==> config.mk <==
export PLATFORM = sky130hd
export DESIGN_NAME = data_reg_bank_ctrl_flat
export DESIGN_NICKNAME = d
export VERILOG_FILES = /design/src/rtl/data_reg_bank_ctrl_if.sv /design/src/rtl/data_reg_bank_ctrl.sv /design/src/flat_wrapper.sv
export SDC_FILE = /design/constraint.sdc
export NUM_CORES = 1
export LEC_CHECK = 0
export ABC_AREA = 1
export BUFFER_PORTS_ARGS = -buffer_cell sky130_fd_sc_hd__buf_4
export CORE_ASPECT_RATIO = 1.4
export CORE_MARGIN = 2
export CORE_UTILIZATION = 40
export DETAILED_ROUTE_END_ITERATION = 10
export PLACE_DENSITY = 0.68
export SYNTH_ARGS = -nofsm -noshare
export SYNTH_HDL_FRONTEND = slang
export SYNTH_SLANG_ARGS = --single-unit
==> constraint.sdc <==
create_clock -name clk -period 4.6 [get_ports clk]
set_input_delay 0.69 -clock clk [delete_from_list [all_inputs] [get_ports clk]]
set_output_delay 0.69 -clock clk [all_outputs]
set_load 0.02 [all_outputs]
==> src/rtl/data_reg_bank_ctrl_if.sv <==
// Unit/bank-side bundle for data_reg_bank_ctrl: unit requests and data in,
// bank strobes, grants and status out.
interface data_reg_bank_ctrl_if #(parameter int WIDTH = 32);
  logic [3:0]       req;
  logic [WIDTH-1:0] data0, data1, data2, data3;
  logic             syncReq;
  logic [3:0]       ack;
  logic             syncAck;
  logic [WIDTH-1:0] dataIn;
  logic [1:0]       address;
  logic             writeAddress;
  logic             writeAll;
  logic             busy;
  logic [15:0]      opCount;

  modport master (
    output req, data0, data1, data2, data3, syncReq,
    input  ack, syncAck, dataIn, address, writeAddress, writeAll, busy, opCount
  );
  modport slave (
    input  req, data0, data1, data2, data3, syncReq,
    output ack, syncAck, dataIn, address, writeAddress, writeAll, busy, opCount
  );
endinterface

==> src/rtl/data_reg_bank_ctrl.sv <==
// Round-robin arbiter between four unit writers and a load-all sync into a
// 4-entry register bank; one registered operation per cycle.
module data_reg_bank_ctrl #(
  parameter int WIDTH    = 32,
  parameter int SYNC_GAP = 1
) (
  input  logic clk,
  input  logic reset,
  data_reg_bank_ctrl_if.slave bus
);
  localparam logic [1:0] IDLE  = 2'd0;
  localparam logic [1:0] WRITE = 2'd1;
  localparam logic [1:0] SYNC  = 2'd2;
  localparam logic [3:0] GAP   = 4'(SYNC_GAP);

  logic [1:0]       r_state;
  logic [3:0]       r_ack;
  logic             r_sync_ack;
  logic [WIDTH-1:0] r_data_in;
  logic [1:0]       r_address;
  logic             r_wr_addr;
  logic             r_wr_all;
  logic             r_busy;
  logic [15:0]      r_op_cnt;
  logic [1:0]       r_rr;
  logic [3:0]       r_gap;

  logic [3:0]       w_masked;
  logic             w_pend;
  logic             w_sync;
  logic             w_found;
  logic [1:0]       w_grant;
  logic [WIDTH-1:0] w_data;

  always_comb begin
    // A unit being acked this cycle has not yet dropped its req.
    w_masked = bus.req & ~r_ack;
    w_pend   = |w_masked;
    w_sync   = bus.syncReq && ((r_gap >= GAP) || !w_pend);
    w_found  = 1'b0;
    w_grant  = r_rr;
    for (int k = 0; k < 4; k++) begin
      if (!w_found && w_masked[r_rr + 2'(k)]) begin
        w_found = 1'b1;
        w_grant = r_rr + 2'(k);
      end
    end
    case (w_grant)
      2'd0:    w_data = bus.data0;
      2'd1:    w_data = bus.data1;
      2'd2:    w_data = bus.data2;
      default: w_data = bus.data3;
    endcase
  end

  always_ff @(posedge clk or negedge reset) begin
    if (!reset) begin
      r_state    <= IDLE;
      r_ack      <= '0;
      r_sync_ack <= 1'b0;
      r_data_in  <= '0;
      r_address  <= '0;
      r_wr_addr  <= 1'b0;
      r_wr_all   <= 1'b0;
      r_busy     <= 1'b0;
      r_op_cnt   <= '0;
      r_rr       <= '0;
      r_gap      <= GAP;
    end else begin
      if (r_state != IDLE) r_op_cnt <= r_op_cnt + 16'd1;
      if (w_sync) begin
        r_state    <= SYNC;
        r_wr_all   <= 1'b1;
        r_sync_ack <= 1'b1;
        r_wr_addr  <= 1'b0;
        r_ack      <= '0;
        r_busy     <= 1'b1;
        r_gap      <= '0;
      end else if (w_pend) begin
        r_state    <= WRITE;
        r_data_in  <= w_data;
        r_address  <= w_grant;
        r_wr_addr  <= 1'b1;
        r_wr_all   <= 1'b0;
        r_sync_ack <= 1'b0;
        r_ack      <= 4'b0001 << w_grant;
        r_busy     <= 1'b1;
        r_rr       <= w_grant + 2'd1;
        if (r_gap != 4'hF) r_gap <= r_gap + 4'd1;
      end else begin
        r_state    <= IDLE;
        r_wr_addr  <= 1'b0;
        r_wr_all   <= 1'b0;
        r_sync_ack <= 1'b0;
        r_ack      <= '0;
        r_busy     <= 1'b0;
      end
    end
  end

  assign bus.ack          = r_ack;
  assign bus.syncAck      = r_sync_ack;
  assign bus.dataIn       = r_data_in;
  assign bus.address      = r_address;
  assign bus.writeAddress = r_wr_addr;
  assign bus.writeAll     = r_wr_all;
  assign bus.busy         = r_busy;
  assign bus.opCount      = r_op_cnt;
endmodule

==> src/flat_wrapper.sv <==
// flat-port wrapper written by rule: the top's interface ports become plain ports
module data_reg_bank_ctrl_flat 
#(
  parameter int WIDTH    = 32,
  parameter int SYNC_GAP = 1
)
  (clk, reset, bus_req, bus_data0, bus_data1, bus_data2, bus_data3, bus_syncReq, bus_ack, bus_syncAck, bus_dataIn, bus_address, bus_writeAddress, bus_writeAll, bus_busy, bus_opCount);
  data_reg_bank_ctrl_if #(.WIDTH(WIDTH)) bus_i ();
  input  logic clk;
  input  logic reset;
  input wire logic [$bits(bus_i.req)-1:0] bus_req;
  input wire logic [$bits(bus_i.data0)-1:0] bus_data0;
  input wire logic [$bits(bus_i.data1)-1:0] bus_data1;
  input wire logic [$bits(bus_i.data2)-1:0] bus_data2;
  input wire logic [$bits(bus_i.data3)-1:0] bus_data3;
  input wire logic [$bits(bus_i.syncReq)-1:0] bus_syncReq;
  output wire logic [$bits(bus_i.ack)-1:0] bus_ack;
  output wire logic [$bits(bus_i.syncAck)-1:0] bus_syncAck;
  output wire logic [$bits(bus_i.dataIn)-1:0] bus_dataIn;
  output wire logic [$bits(bus_i.address)-1:0] bus_address;
  output wire logic [$bits(bus_i.writeAddress)-1:0] bus_writeAddress;
  output wire logic [$bits(bus_i.writeAll)-1:0] bus_writeAll;
  output wire logic [$bits(bus_i.busy)-1:0] bus_busy;
  output wire logic [$bits(bus_i.opCount)-1:0] bus_opCount;
  assign bus_i.req = bus_req;
  assign bus_i.data0 = bus_data0;
  assign bus_i.data1 = bus_data1;
  assign bus_i.data2 = bus_data2;
  assign bus_i.data3 = bus_data3;
  assign bus_i.syncReq = bus_syncReq;
  assign bus_ack = bus_i.ack;
  assign bus_syncAck = bus_i.syncAck;
  assign bus_dataIn = bus_i.dataIn;
  assign bus_address = bus_i.address;
  assign bus_writeAddress = bus_i.writeAddress;
  assign bus_writeAll = bus_i.writeAll;
  assign bus_busy = bus_i.busy;
  assign bus_opCount = bus_i.opCount;
  data_reg_bank_ctrl #(.WIDTH(WIDTH), .SYNC_GAP(SYNC_GAP)) u_core (.clk(clk), .reset(reset), .bus(bus_i));
endmodule
==> run summary, run 1 <==
The leakage power of the design came out at 2.91 nW. Among all flip-flop cells after synthesis, the most frequent one is sky130_fd_sc_hd__dfrtp_1. By area the synthesized netlist is led by sky130_fd_sc_hd__dfrtp_1 (40%), sky130_fd_sc_hd__nand2_1 (15%), sky130_fd_sc_hd__o21ai_2 (7.6%), sky130_fd_sc_hd__a22o_1 (7.2%), sky130_fd_sc_hd__o22ai_1 (5.1%).

The cell type with the highest occurrence count on the critical path was sky130_fd_sc_hd__nand2_1. Highest routing layer actually used: met4. The wire length on met3 was 533 um; the number of buffers inserted to repair setup after CTS was 0.

Summed over all nets, the switching power comes to 0.00250 W. The endpoint type of the worst setup path is a flop. The largest area contributor in the netlist is sky130_fd_sc_hd__dfrtp_1. For this run, the detailed router's first-pass iteration total came to 4.

The maximum VDD drop is 0.410 mV, and the multiplexer fraction of the synthesized cell area is 0%. Along the worst path, the maximum fanout reaches 64. The switching part of the total works out to 48.6%. Library cell used as clock root buffer: sky130_fd_sc_hd__clkbuf_16. TritonCTS built the clock tree.

193 I/O pins were placed. The final instance area was 5580 um^2; the total length of routed wires was 11200 um. For the number of global-route vias before repair, the log shows 3933.

Number of synthesized flops with an enable pin: 0. Entering global routing, the biggest net connects 71 pins. The final weighted congestion of routability-driven global placement was 0.901.

Data arrives at the worst endpoint at 3.27 ns. Setup repair after global routing left no endpoint under its margin. After Yosys synthesis, full adders, half adders and majority gates account for 2.89% of the synthesized area. Detailed placement finished with a half-perimeter wire length of 8400 um. For the worst-skew pair, the clock arrives at the later sink with an insertion delay of 0.33 ns. In this run, distinct cell masters in the synthesized netlist total 33.

The internal power of the cells is 0.00265 W. The main combinational cell family by area after synthesis is simple AND/OR/NAND/NOR gates. The worst max-slew margin expressed relative to the limit was 33.2%. Between clock sinks in the finished design, the worst skew comes to 0.00918 ns. Fraction of final layout cells with drive strength greater than 1: 38.9%. Ranked by instance count, the synthesized netlist is headed by sky130_fd_sc_hd__nand2_1 (157), sky130_fd_sc_hd__dfrtp_1 (62), sky130_fd_sc_hd__o21ai_2 (34).

The DRC violations left is 0, and the simple-gate share of the synthesized area is 23.4%. Final cycle utilization of the critical path: 66.6%. The critical path in this run is classified as flop to flop. The logs give 0 for the total inserted antenna cells and 1.54 ns for the smallest setup slack after layout.

The cts-stage hold buffer count came out at 0. The die covers 10600 um^2. The cell area power density came out at 924 nW/um^2. The run gives 3900 um^2 as the post-synthesis instance area.

For this run, the number of Yosys warnings is 0. In this run the horizontal extent of the chip is 87.4 um. The number of hold violations in the final report came out at 0. Share of Yosys cell area claimed by the top area cell type: 39.8%. The clock network is responsible for 11.7% of the overall power. Setup violations remaining at the end of the flow were counted as 0. The number of nets with antenna violations after routing was 0; the vertical die dimension was 121 um.

The clock passes through at most 2 buffers. In this design, the stage delay of the slowest critical-path cell is 0.71 ns. The core area was 9460 um^2. The initial antenna violation count is 0. The maximum level of the CTS H-tree was 3. Sequential elements use 40.5% of the synthesized area. The sum of buffers and inverters on the critical path was 3; the register bit count reported by yosys was 63. The max-slew violation count came out at 0. Using the TritonRoute via totals, the vias-per-cell ratio works out to 5.07. Total clock sinks: 63.

For the finished layout, the period the worst path requires is 3.06 ns. The placed instances occupy a cell area of 5320 um^2. The worst setup path is launched from a flop.

The actual transition at the worst max-transition pin is 1.00 ns, and the max-capacitance violation count is 0. The total overflow left after global routing is 0. A synthesized cell averages 8.31 um^2. In this run, CTS created clock tree buffers numbering 9. The run finished with clean final reports.

The most frequent cell after synthesis is sky130_fd_sc_hd__nand2_1. The total length of routed met2 wires came out at 6030 um. The met1 wire length was 4420 um; the required time reported for the critical path endpoint was 4.80 ns. For the total chip power, the log shows 0.00515 W.

In this run the core area contains 42 standard-cell rows. Summing the areas of all xor and xnor instances in the mapped netlist gives 3.37% of the synthesized area. The effective utilization at floorplan was 41.2%. For this run, the post-layout net count is 791.

For the count of instances resized after the clock tree is built, the log shows 0. The synthesized instance count is 469, and the compound-cell area share of the yosys netlist is 22.0%. Walking the worst path, the cells encountered are inv_2 > nand3_1 > nand3_1 > nand2_1 > nand3_1 > nand2_1 > nand2_1 > nand2_1 > nand2_1 > nand2_1 > inv_1 > ha_1 > inv_2 > nand2_1 > o22ai_1 > o21ai_2.

Global routing usage summed across all routing layers: 22.0%. Relative to the synthesized area, the layout overhead comes to 43.1%. Class of the tightest hold or removal check: input port to asynchronous set/reset pin. The clock transition at the register clock pins on the worst setup and hold paths after CTS works out to 0.05 ns. The share of total power dissipated in sequential elements is 18.8%. For the final routed database, the setup TNS stands at 0 ns. Combinational logic is responsible for 69.5% of the overall power.

For this design, the slowest cell found on the critical path is sky130_fd_sc_hd__inv_2. Fill cells in the final layout number 886. The logs give 326 MHz for the maximum frequency from static timing analysis and 3861 for the via count. The run gives 613 as the total nets after synthesis. Timing analysis after detailed placement gives a worst setup slack of 1.39 ns.

The family with the most delay on the worst path was simple AND/OR/NAND/NOR gates. In the final routed layout, each cell accounts on average for 14.8 um. Input and output buffers added on the ports amount to 192. The async set-reset flop share out of synthesis came out at 100%. The first global-routing pass estimated 18200 um of wire. Number of DRC markers after the initial detailed-route iteration: 156.
-- area by class of cell --
| class | instances | area (um^2) | area share [%] |
|---|---|---|---|
| Sequential cell | 63 | 1580 | 28.3 |
| Timing Repair Buffer | 195 | 1460 | 26.3 |
| Clock inverter | 1 | 5.00 | 0.0897 |
| Tap cell | 110 | 138 | 2.47 |
| Multi-Input combinational cell | 347 | 2010 | 36.1 |
| Inverter | 31 | 124 | 2.22 |
| Clock buffer | 14 | 254 | 4.55 |
-- sequential cells by signal (all words and copies together) (netlist names) --
signal and cells:
u_core.r_gap 4, u_core.bus.busy 1, u_core.bus.address 2, u_core.bus.dataIn 32, u_core.bus.ack 4, u_core.r_rr 2
u_core.r_state 2, u_core.bus.opCount 16
-- cell usage in the layout, fill, tap and decap left out, drive strengths merged, types with 6 or more instances in the layout --
master | netlist | routed
o22ai | 32 | 32
nand2 | 159 | 159
a21oi | 6 | 6
xor2 | 11 | 11
a22o | 32 | 32
dfrtp | 62 | 62
nand3 | 27 | 27
inv | 31 | 31
clkbuf | 19 | 14
nor2 | 16 | 16
ha | 9 | 9
o21ai | 38 | 38
buf | 9 | 195
-- per-layer routing --
metal	up-vias	track usage, %
met2	108	39.3
met5	-	0
met3	16	4.91
li1	1937	-
met4	0	8.65
met1	1800	24.8
-- through the flow --
stage | util, % | std cells | hold slack [ns]
after floorplan | - | 469 | 0.394
after global placement | 56.2 | 746 | 0.467
after detailed placement | 56.2 | 746 | 0.470
after CTS | 59.0 | 761 | 0.482
after global routing | 59.0 | 761 | 0.506
final | 59.0 | 761 | 0.445
-- cell families after synthesis --
kind of cell               count (synthesis)
xor gates and xnor gates                  15
AOI/OAI and AO/OA                        110
DFF                                       63
and+or+nand+nor                          213
buffers and inverters                     59
adders and majority gates                  9
-- power groups by stage --
stage               Clock (W)  Sequential (W)  Combinational (W)
finish               0.000603        0.000969            0.00358
detailed placement          0        0.000975            0.00363
CTS                  0.000613        0.000970            0.00363
floorplan                   0         0.00118            0.00255
global route         0.000641        0.000999            0.00397
global placement            0        0.000966            0.00355
-- final timing paths --
path	end	start	cells after the start	slack, ns
max	u_core.bus.dataIn[10]	u_core.r_rr[0]	16	1.54
min	u_core.bus.dataIn[12]	reset	1	0.44
max reg2reg	u_core.bus.dataIn[10]	u_core.r_rr[0]	16	1.54
min reg2reg	u_core.bus.address[1]	u_core.bus.address[1]	2	0.48
max in group asynchronous	u_core.r_state[0]	reset	1	3.61
min in group clk	u_core.bus.address[1]	u_core.bus.address[1]	2	0.48
No activity file was read; power rests on OpenSTA's default activity.
==> inputs of run 2 (changes only) <==
- ABC_AREA: 1 -> 0
- PLACE_DENSITY: 0.68 -> 0.7
- clock period: 4.6 -> 3.1 ns (I/O delays scaled with it)
==> run summary, run 2 <==
The synthesis-to-layout area growth was 47.6% (was 43.1%); the number of I/O port buffers was 192 (unchanged). Total nets after synthesis: 468 (was 613). The maximum level of the CTS H-tree came out at 3 (unchanged). For the total length of routed wires, the log shows 10700 um (was 11200 um).

The run gives 0 (unchanged) as the final setup violation count. Setup repair after global routing left no endpoint under its margin. The leakage power of the design came out at 2.67 nW (was 2.91 nW).

The die area is 9840 um^2 (was 10600 um^2), and the horizontal die dimension is 84.4 um (was 87.4 um). The number of buffers created by CTS is 9 (unchanged). The post-synthesis share of cell area spent on full adders, half adders and majority gates was 3.11% (was 2.89%). The library cell used as clock root buffer was sky130_fd_sc_hd__clkbuf_16 (unchanged). The area share of xor/xnor cells in the synthesized design was 3.87% (was 3.37%); the number of nets with antenna violations after routing was 0 (unchanged).

The run gives 0 (unchanged) as the warning count from the yosys run. The logs give 0 (unchanged) for the cts-stage hold buffer count and 0 (unchanged) for the number of hold violations in the final report. The effective utilization at floorplan is 40.6% (was 41.2%), and the number of top-level pins is 193 (unchanged). The maximum VDD drop is 0.761 mV (was 0.410 mV). The initial antenna violation count was 0 (unchanged). Most frequent cell after synthesis: sky130_fd_sc_hd__dfrtp_1 (was sky130_fd_sc_hd__nand2_1).

The via count is 3352 (was 3861), and the register bit count reported by yosys is 63 (unchanged). The flip-flop cell with the highest count after synthesis was sky130_fd_sc_hd__dfrtp_1 (unchanged). The total clock sinks is 63 (unchanged).

The number of global-route vias before repair was 3179 (was 3933). The post-synthesis average cell area is 11.2 um^2 (was 8.31 um^2), and the sequential fraction of the synthesis area is 43.6% (was 40.5%). The global routing usage summed across all routing layers was 21.1% (was 22.0%).

TritonCTS built the clock tree. The highest routing layer actually used is met4 (unchanged). The average wire per cell in the routed design was 17.2 um (was 14.8 um). The tools report the final layout net count as 654 (was 791).

Actual transition at the worst max-transition pin: 0.798 ns (was 1.00 ns). The synthesized instance count is 324 (was 469), and the async set-reset flop share out of synthesis is 100% (unchanged). Leading cell types in the layout, fill and taps excluded: sky130_fd_sc_hd__buf_4 (200), sky130_fd_sc_hd__dfrtp_1 (62), sky130_fd_sc_hd__nand2_1 (39) (was sky130_fd_sc_hd__buf_4 (195), sky130_fd_sc_hd__nand2_1 (157), sky130_fd_sc_hd__dfrtp_1 (62)). The vertical die dimension works out to 117 um (was 121 um). The number of library cell types mapped by synthesis was 47 (was 33); the compound-cell area share of the yosys netlist was 18.0% (was 22.0%).

The multiplexer fraction of the synthesized cell area is 13.8% (was 0%), and the total length of routed met2 wires is 5500 um (was 6030 um). The largest area contributor in the netlist was sky130_fd_sc_hd__dfrtp_1 (unchanged). The worst reg2reg path depth came out at 9 (was 16).

Endpoint type of the worst setup path: a flop (unchanged). Most numerous cell types in the synthesized netlist: sky130_fd_sc_hd__dfrtp_1 (62), sky130_fd_sc_hd__nand2_1 (39), sky130_fd_sc_hd__o21ai_0 (35) (was sky130_fd_sc_hd__nand2_1 (157), sky130_fd_sc_hd__dfrtp_1 (62), sky130_fd_sc_hd__o21ai_2 (34)). The setup clock skew after layout is 0.00637 ns (was 0.00918 ns), and the worst-skew pair later-pin latency is 0.33 ns (about the same). The first-pass iteration count of the detailed router is 6 (was 4), and the final cycle utilization of the critical path is 88.2% (was 66.6%). The post-detailed-route via-to-cell ratio was 5.39 (was 5.07); the largest fanout on the critical path was 21 (was 64).

The worst max-slew margin expressed relative to the limit was 46.8% (was 33.2%). The wire length of the first global-routing pass was 16400 um (was 18200 um); the fraction of final layout cells with drive strength greater than 1 was 50.7% (was 38.9%). The tools report the startpoint type of the worst setup path as a flop (unchanged). The class of the tightest hold or removal check was input port to asynchronous set/reset pin (unchanged). Critical path class: flop to flop (unchanged). The met1 wire length is 4300 um (was 4420 um). The run gives 8050 um (was 8400 um) as the sum of net half-perimeters after detailed placement. The tools report the core area as 8930 um^2 (was 9460 um^2). The tools report the total overflow reported by the global router as 0 (unchanged). The number of DRC markers after the initial detailed-route iteration was 229 (was 156); the maximum frequency from static timing analysis was 366 MHz (was 326 MHz). The share of Yosys cell area claimed by the top area cell type works out to 42.8% (was 39.8%).

The run gives 2 (unchanged) as the maximum number of buffers from clock root to sink. The run gives 41 (was 42) as the floorplan row count. The total inserted antenna cells is 0 (unchanged), and the simple-gate share of the synthesized area is 11.6% (was 23.4%). The smallest setup slack after layout is 0.367 ns (was 1.54 ns). The flip-flop count of the largest register, all copies and words added is 32 (unchanged), and the post-synthesis instance area is 3620 um^2 (was 3900 um^2). The wire length on met3 was 722 um (was 533 um); the number of buffers inserted to repair setup after CTS was 0 (unchanged). The flow ran to the end, and the final reports show no timing, DRC or antenna violations.

The most frequent standard cell in the layout excluding fill and tap cells was sky130_fd_sc_hd__buf_4 (unchanged). The DRC violations left was 0 (unchanged). Main area contributors after synthesis: sky130_fd_sc_hd__dfrtp_1 (43%), sky130_fd_sc_hd__mux2_4 (11%), sky130_fd_sc_hd__a222oi_1 (8.8%), sky130_fd_sc_hd__o21ai_0 (4.8%), sky130_fd_sc_hd__nand2_1 (4.0%) (was sky130_fd_sc_hd__dfrtp_1 (40%), sky130_fd_sc_hd__nand2_1 (15%), sky130_fd_sc_hd__o21ai_2 (7.6%), sky130_fd_sc_hd__a22o_1 (7.2%), sky130_fd_sc_hd__o22ai_1 (5.1%)). The run gives 0 (unchanged) as the max-capacitance violation count. The run gives 0 (unchanged) as the max-slew violation count. The shortest period the worst path allows is 2.73 ns (was 3.06 ns), and the required time reported for the critical path endpoint is 3.30 ns (was 4.80 ns). Number of synthesized flops with an enable pin: 0 (unchanged). The worst setup timing slack at the placement stage came out at 0.246 ns (was 1.39 ns). The cell area power density is 1070 nW/um^2 (was 924 nW/um^2), and the maximum number of pins on one net before global-route repair is 64 (was 71).

The clock transition at the register clock pins on the worst setup and hold paths after CTS is 0.05 ns (about the same). The main combinational cell family by area after synthesis was compound AO/OA/AOI/OAI gates (was simple AND/OR/NAND/NOR gates). The sum of negative setup slack came out at 0 ns (unchanged). The run gives 0.898 (was 0.901) as the final weighted congestion of routability-driven global placement. The logs give 2.94 ns (was 3.27 ns) for the signal arrival time at the worst endpoint and 0 (unchanged) for the count of instances resized after the clock tree is built.
run 2: changes by cell type in the layout (fill, tap and decap cells not counted), sizes merged, moves of 5 or more:
cell	delta
xor2	-5
xnor2	+6
a222oi	+32
inv	-23
o22ai	-28
nor2	-10
buf	+5
and3	+10
a22o	-32
mux2	+34
nand2	-120
nand3	-22
run 2: metrics by stage:
| stage | std cells | hold WS, ns | util, % | total power (W) | cell area [um^2] |
|---|---|---|---|---|---|
| floorplan | 324 | 0.169 | - | 0.00382 | 3620 |
| global placement | 606 | 0.464 | 56.8 | 0.00473 | 5070 |
| detailed placement | 606 | 0.466 | 56.8 | 0.00480 | 5070 |
| CTS | 622 | 0.253 | 59.9 | 0.00575 | 5340 |
| global route | 622 | 0.294 | 59.9 | 0.00611 | 5340 |
| finish | 622 | 0.223 | 59.9 | 0.00570 | 5340 |
run 2: layout make-up:
type | instances | area (um^2)
Fill cell | 773 | 3580
Multi-Input combinational cell | 228 | 1830
Sequential cell | 63 | 1580
Timing Repair Buffer | 200 | 1500
Clock buffer | 15 | 268
Tap cell | 107 | 134
Inverter | 8 | 30.0
Clock inverter | 1 | 5.00
run 2: critical path, cell delays in order (launching register included):
cell,delay [ns]
sky130_fd_sc_hd__dfrtp_1,0.41
sky130_fd_sc_hd__inv_1,0.10
sky130_fd_sc_hd__o311ai_0,0.43
sky130_fd_sc_hd__and3_1,0.32
sky130_fd_sc_hd__inv_1,0.09
sky130_fd_sc_hd__ha_1,0.20
sky130_fd_sc_hd__buf_4,0.22
sky130_fd_sc_hd__a222oi_1,0.39
sky130_fd_sc_hd__o21ai_0,0.17
sky130_fd_sc_hd__mux2_4,0.28
run 2: logic make-up (layout without fill, tap and decap cells):
family,after synthesis,after routing
AO/OA/AOI/OAI,89,89
XOR/XNOR,16,16
adder cells (fa/ha/maj),9,9
buffers and inverters,33,224
flip-flops,63,63
multiplexers,36,36
AND/OR/NAND/NOR,78,78
run 2: final timing paths:
path                                           to                    from  slack (ns)
min in group clk                  u_core.r_gap[0]             bus_syncReq        0.37
min                         u_core.bus.dataIn[30]                   reset        0.22
min reg2reg                u_core.bus.opCount[15]  u_core.bus.opCount[15]        0.47
max reg2reg                  u_core.bus.dataIn[1]          u_core.r_rr[1]        0.37
max                          u_core.bus.dataIn[1]          u_core.r_rr[1]        0.37
max in group asynchronous          u_core.r_rr[0]                   reset        2.34
run 2: metal layers:
metal | track usage [%] | up-vias
met1 | 27.1 | 1603
met3 | 4.03 | 15
met4 | 8.15 | 0
met2 | 35.4 | 140
li1 | - | 1594
met5 | 0 | -
run 2: power breakdown:
group / total, W / switching, W / internal, W
combinational: 0.00335 / 0.00167 / 0.00168
clock: 0.000915 / 0.000331 / 0.000584
sequential: 0.00144 / 0.000265 / 0.00118
total: 0.00570 / 0.00227 / 0.00344
==> inputs of run 3 (changes only) <==
- MAX_ROUTING_LAYER: default -> met4
- clock period: 3.1 -> 3.3 ns (I/O delays scaled with it)
==> run summary, run 3 (synthesis gave the netlist of run 2 again) <==
The logs give 2 (unchanged) for the maximum number of buffers from clock root to sink and 3369 (was 3352) for the via count. The tools report the worst-skew pair later-pin latency as 0.33 ns (about the same). Leading cell types in the layout, fill and taps excluded: sky130_fd_sc_hd__buf_4 (198), sky130_fd_sc_hd__dfrtp_1 (62), sky130_fd_sc_hd__nand2_1 (39) (was sky130_fd_sc_hd__buf_4 (200), sky130_fd_sc_hd__dfrtp_1 (62), sky130_fd_sc_hd__nand2_1 (39)). The total chip power was 0.00539 W (was 0.00570 W); the cts-stage hold buffer count was 0 (unchanged). The first-pass iteration count of the detailed router is 6 (unchanged).

The number of global-route vias before repair was 3189 (was 3179); the synthesis-to-layout area growth was 47.8% (was 47.6%). The sum of net half-perimeters after detailed placement was 7990 um (was 8050 um); the smallest setup slack after layout was 0.531 ns (was 0.367 ns). The critical register-to-register path startpoint is u_core.bus.ack[3] (was u_core.r_rr[1]). Endpoint of the worst register-to-register path: u_core.bus.dataIn[13] (was u_core.bus.dataIn[1]). The flip-flop count of the largest register, all copies and words added is 32 (unchanged), and the count of instances resized after the clock tree is built is 0 (unchanged).

The largest fanout on the critical path was 21 (unchanged). The tools report the global routing usage summed across all routing layers as 22.0% (was 21.1%). The tools report the signal arrival time at the worst endpoint as 2.98 ns (was 2.94 ns). The final layout net count is 653 (was 654). The maximum level of the CTS H-tree is 3 (unchanged). The number of buffers inserted to repair setup after CTS is 0 (unchanged). The number of I/O port buffers came out at 192 (unchanged). The logs give 46.5% (was 46.8%) for the worst max-slew margin expressed relative to the limit and 9840 um^2 (unchanged) for the die area. The class of the tightest hold or removal check was input port to asynchronous set/reset pin (unchanged). The number of buffers created by CTS is 9 (unchanged), and the DRC violations left is 0 (unchanged). The logs give 193 (unchanged) for the number of top-level pins and 0 (unchanged) for the total overflow reported by the global router.

The average wire per cell in the routed design works out to 17.7 um (was 17.2 um). Wire length of the first global-routing pass: 16400 um (about the same). The final cycle utilization of the critical path is 83.9% (was 88.2%).

The tools report the final-layout fill cell count as 779 (was 773). The run gives 0 (unchanged) as the max-slew violation count. The run finished with clean final reports.

The final weighted congestion of routability-driven global placement is 0.895 (was 0.898), and the total clock sinks is 63 (unchanged). The setup clock skew after layout is 0.00780 ns (was 0.00637 ns). Max-capacitance violation count: 0 (unchanged). The number of non-filler instances in the completed layout is 621 (was 622), and the worst setup timing slack at the placement stage is 0.342 ns (was 0.246 ns). The maximum number of pins on one net before global-route repair is 64 (unchanged). Area after detailed placement: 5080 um^2 (was 5070 um^2). The total length of routed wires was 11000 um (was 10700 um). The horizontal die dimension was 84.4 um (unchanged); the number of hold violations in the final report was 0 (unchanged). The post-detailed-route via-to-cell ratio came out at 5.43 (was 5.39). The area of the multi-input gates came out at 1830 um^2 (unchanged). The total inserted antenna cells is 0 (unchanged). For the maximum frequency from static timing analysis, the log shows 361 MHz (was 366 MHz).

The final instance area came out at 5350 um^2 (was 5340 um^2). The logs give 3.52 ns (was 3.30 ns) for the required time reported for the critical path endpoint and 0.53 ns (was 0.37 ns) for the reg-to-reg setup timing slack. The endpoint type of the worst setup path was a flop (unchanged). The fraction of final layout cells with drive strength greater than 1 was 51.2% (was 50.7%); the worst reg2reg path depth was 9 (unchanged). The clock transition at the register clock pins on the worst setup and hold paths after CTS works out to 0.05 ns (about the same).

The final setup violation count came out at 0 (unchanged). The tools report the cell total after placement as 605 (was 606). The tools report the library cell used as clock root buffer as sky130_fd_sc_hd__clkbuf_16 (unchanged).

The critical path class is flop to flop (unchanged). The vertical die dimension came out at 117 um (unchanged). The leakage power of the design was 2.68 nW (was 2.67 nW); the register area was 1580 um^2 (unchanged). The number of nets with antenna violations after routing came out at 0 (unchanged).

TritonCTS built the clock tree. Cell area power density: 1010 nW/um^2 (was 1070 nW/um^2). Actual transition at the worst max-transition pin: 0.802 ns (was 0.798 ns). The most frequent standard cell in the layout excluding fill and tap cells is sky130_fd_sc_hd__buf_4 (unchanged). The shortest period the worst path allows was 2.77 ns (was 2.73 ns). Sum of negative setup slack: 0 ns (unchanged). The core area is 8930 um^2 (unchanged).

The effective utilization at floorplan came out at 40.6% (unchanged). Number of DRC markers after the initial detailed-route iteration: 369 (was 229). For the floorplan row count, the log shows 41 (unchanged). The startpoint type of the worst setup path is a flop (unchanged). The initial antenna violation count was 0 (unchanged).

Setup repair after global routing left no endpoint under its margin. The maximum VDD drop was 0.671 mV (was 0.761 mV).
## run 3: changes by cell type in the layout (fill, tap and decap cells not counted)
cell and change:
sky130_fd_sc_hd__buf_12 +1, sky130_fd_sc_hd__buf_4 -2, sky130_fd_sc_hd__clkbuf_1 -3, sky130_fd_sc_hd__clkinv_2 +3
## run 3: per-stage QoR
step | util [%] | hold WS, ns
2_1_floorplan | - | 0.199
3_3_place_gp | 56.9 | 0.464
3_5_place_dp | 56.9 | 0.464
4_1_cts | 60.0 | 0.291
5_1_grt | 60.0 | 0.323
6_report | 60.0 | 0.254
## run 3: cell type report
class,count,share of cell area (%)
sequential,63,29.5
multi-input combinational,228,34.2
inverter,8,0.561
tap,107,2.50
clock buffer,12,4.79
timing repair buffer,199,28.1
clock inverter,4,0.374
## run 3: critical path, stage by stage (launching register included)
cell and delay (ns):
sky130_fd_sc_hd__dfrtp_1 0.39, sky130_fd_sc_hd__nor2b_1 0.24, sky130_fd_sc_hd__a21oi_1 0.10, sky130_fd_sc_hd__o21ai_0 0.34
sky130_fd_sc_hd__nand2_1 0.17, sky130_fd_sc_hd__ha_1 0.42, sky130_fd_sc_hd__buf_12 0.25, sky130_fd_sc_hd__a222oi_1 0.30
sky130_fd_sc_hd__o21ai_0 0.16, sky130_fd_sc_hd__mux2_2 0.28
## run 3: worst max path at each step
stage                                 start                     to  slack [ns]  cells past startpoint
final                     u_core.bus.ack[3]  u_core.bus.dataIn[13]        0.53                      9
after global routing      u_core.bus.ack[3]  u_core.bus.dataIn[13]        0.36                      9
after CTS                 u_core.bus.ack[3]  u_core.bus.dataIn[13]        0.55                      9
after detailed placement         bus_req[3]  u_core.bus.dataIn[13]        0.34                     10
after global placement           bus_req[3]  u_core.bus.dataIn[13]        0.42                     10
after floorplan                  bus_req[3]   u_core.bus.dataIn[0]        0.67                      9
## run 3: per-layer routing
| layer | wire [um] | vias to the layer above | track usage [%] | share of wire [%] |
|---|---|---|---|---|
| met1 | 4310 | 1604 | 27.1 | 39 |
| li1 | - | 1599 | - | - |
| met2 | 5660 | 157 | 35.3 | 52 |
| met5 | 0 | - | - | 0 |
| met3 | 851 | 9 | 5.80 | 7.8 |
| met4 | 145 | 0 | 7.72 | 1.3 |
## run 3: power breakdown
group	leakage, nW	switching (W)	internal, W
clock	0.142	0.000327	0.000543
sequential	0.792	0.000248	0.00110
combinational	1.74	0.00158	0.00158
total	2.68	0.00216	0.00323
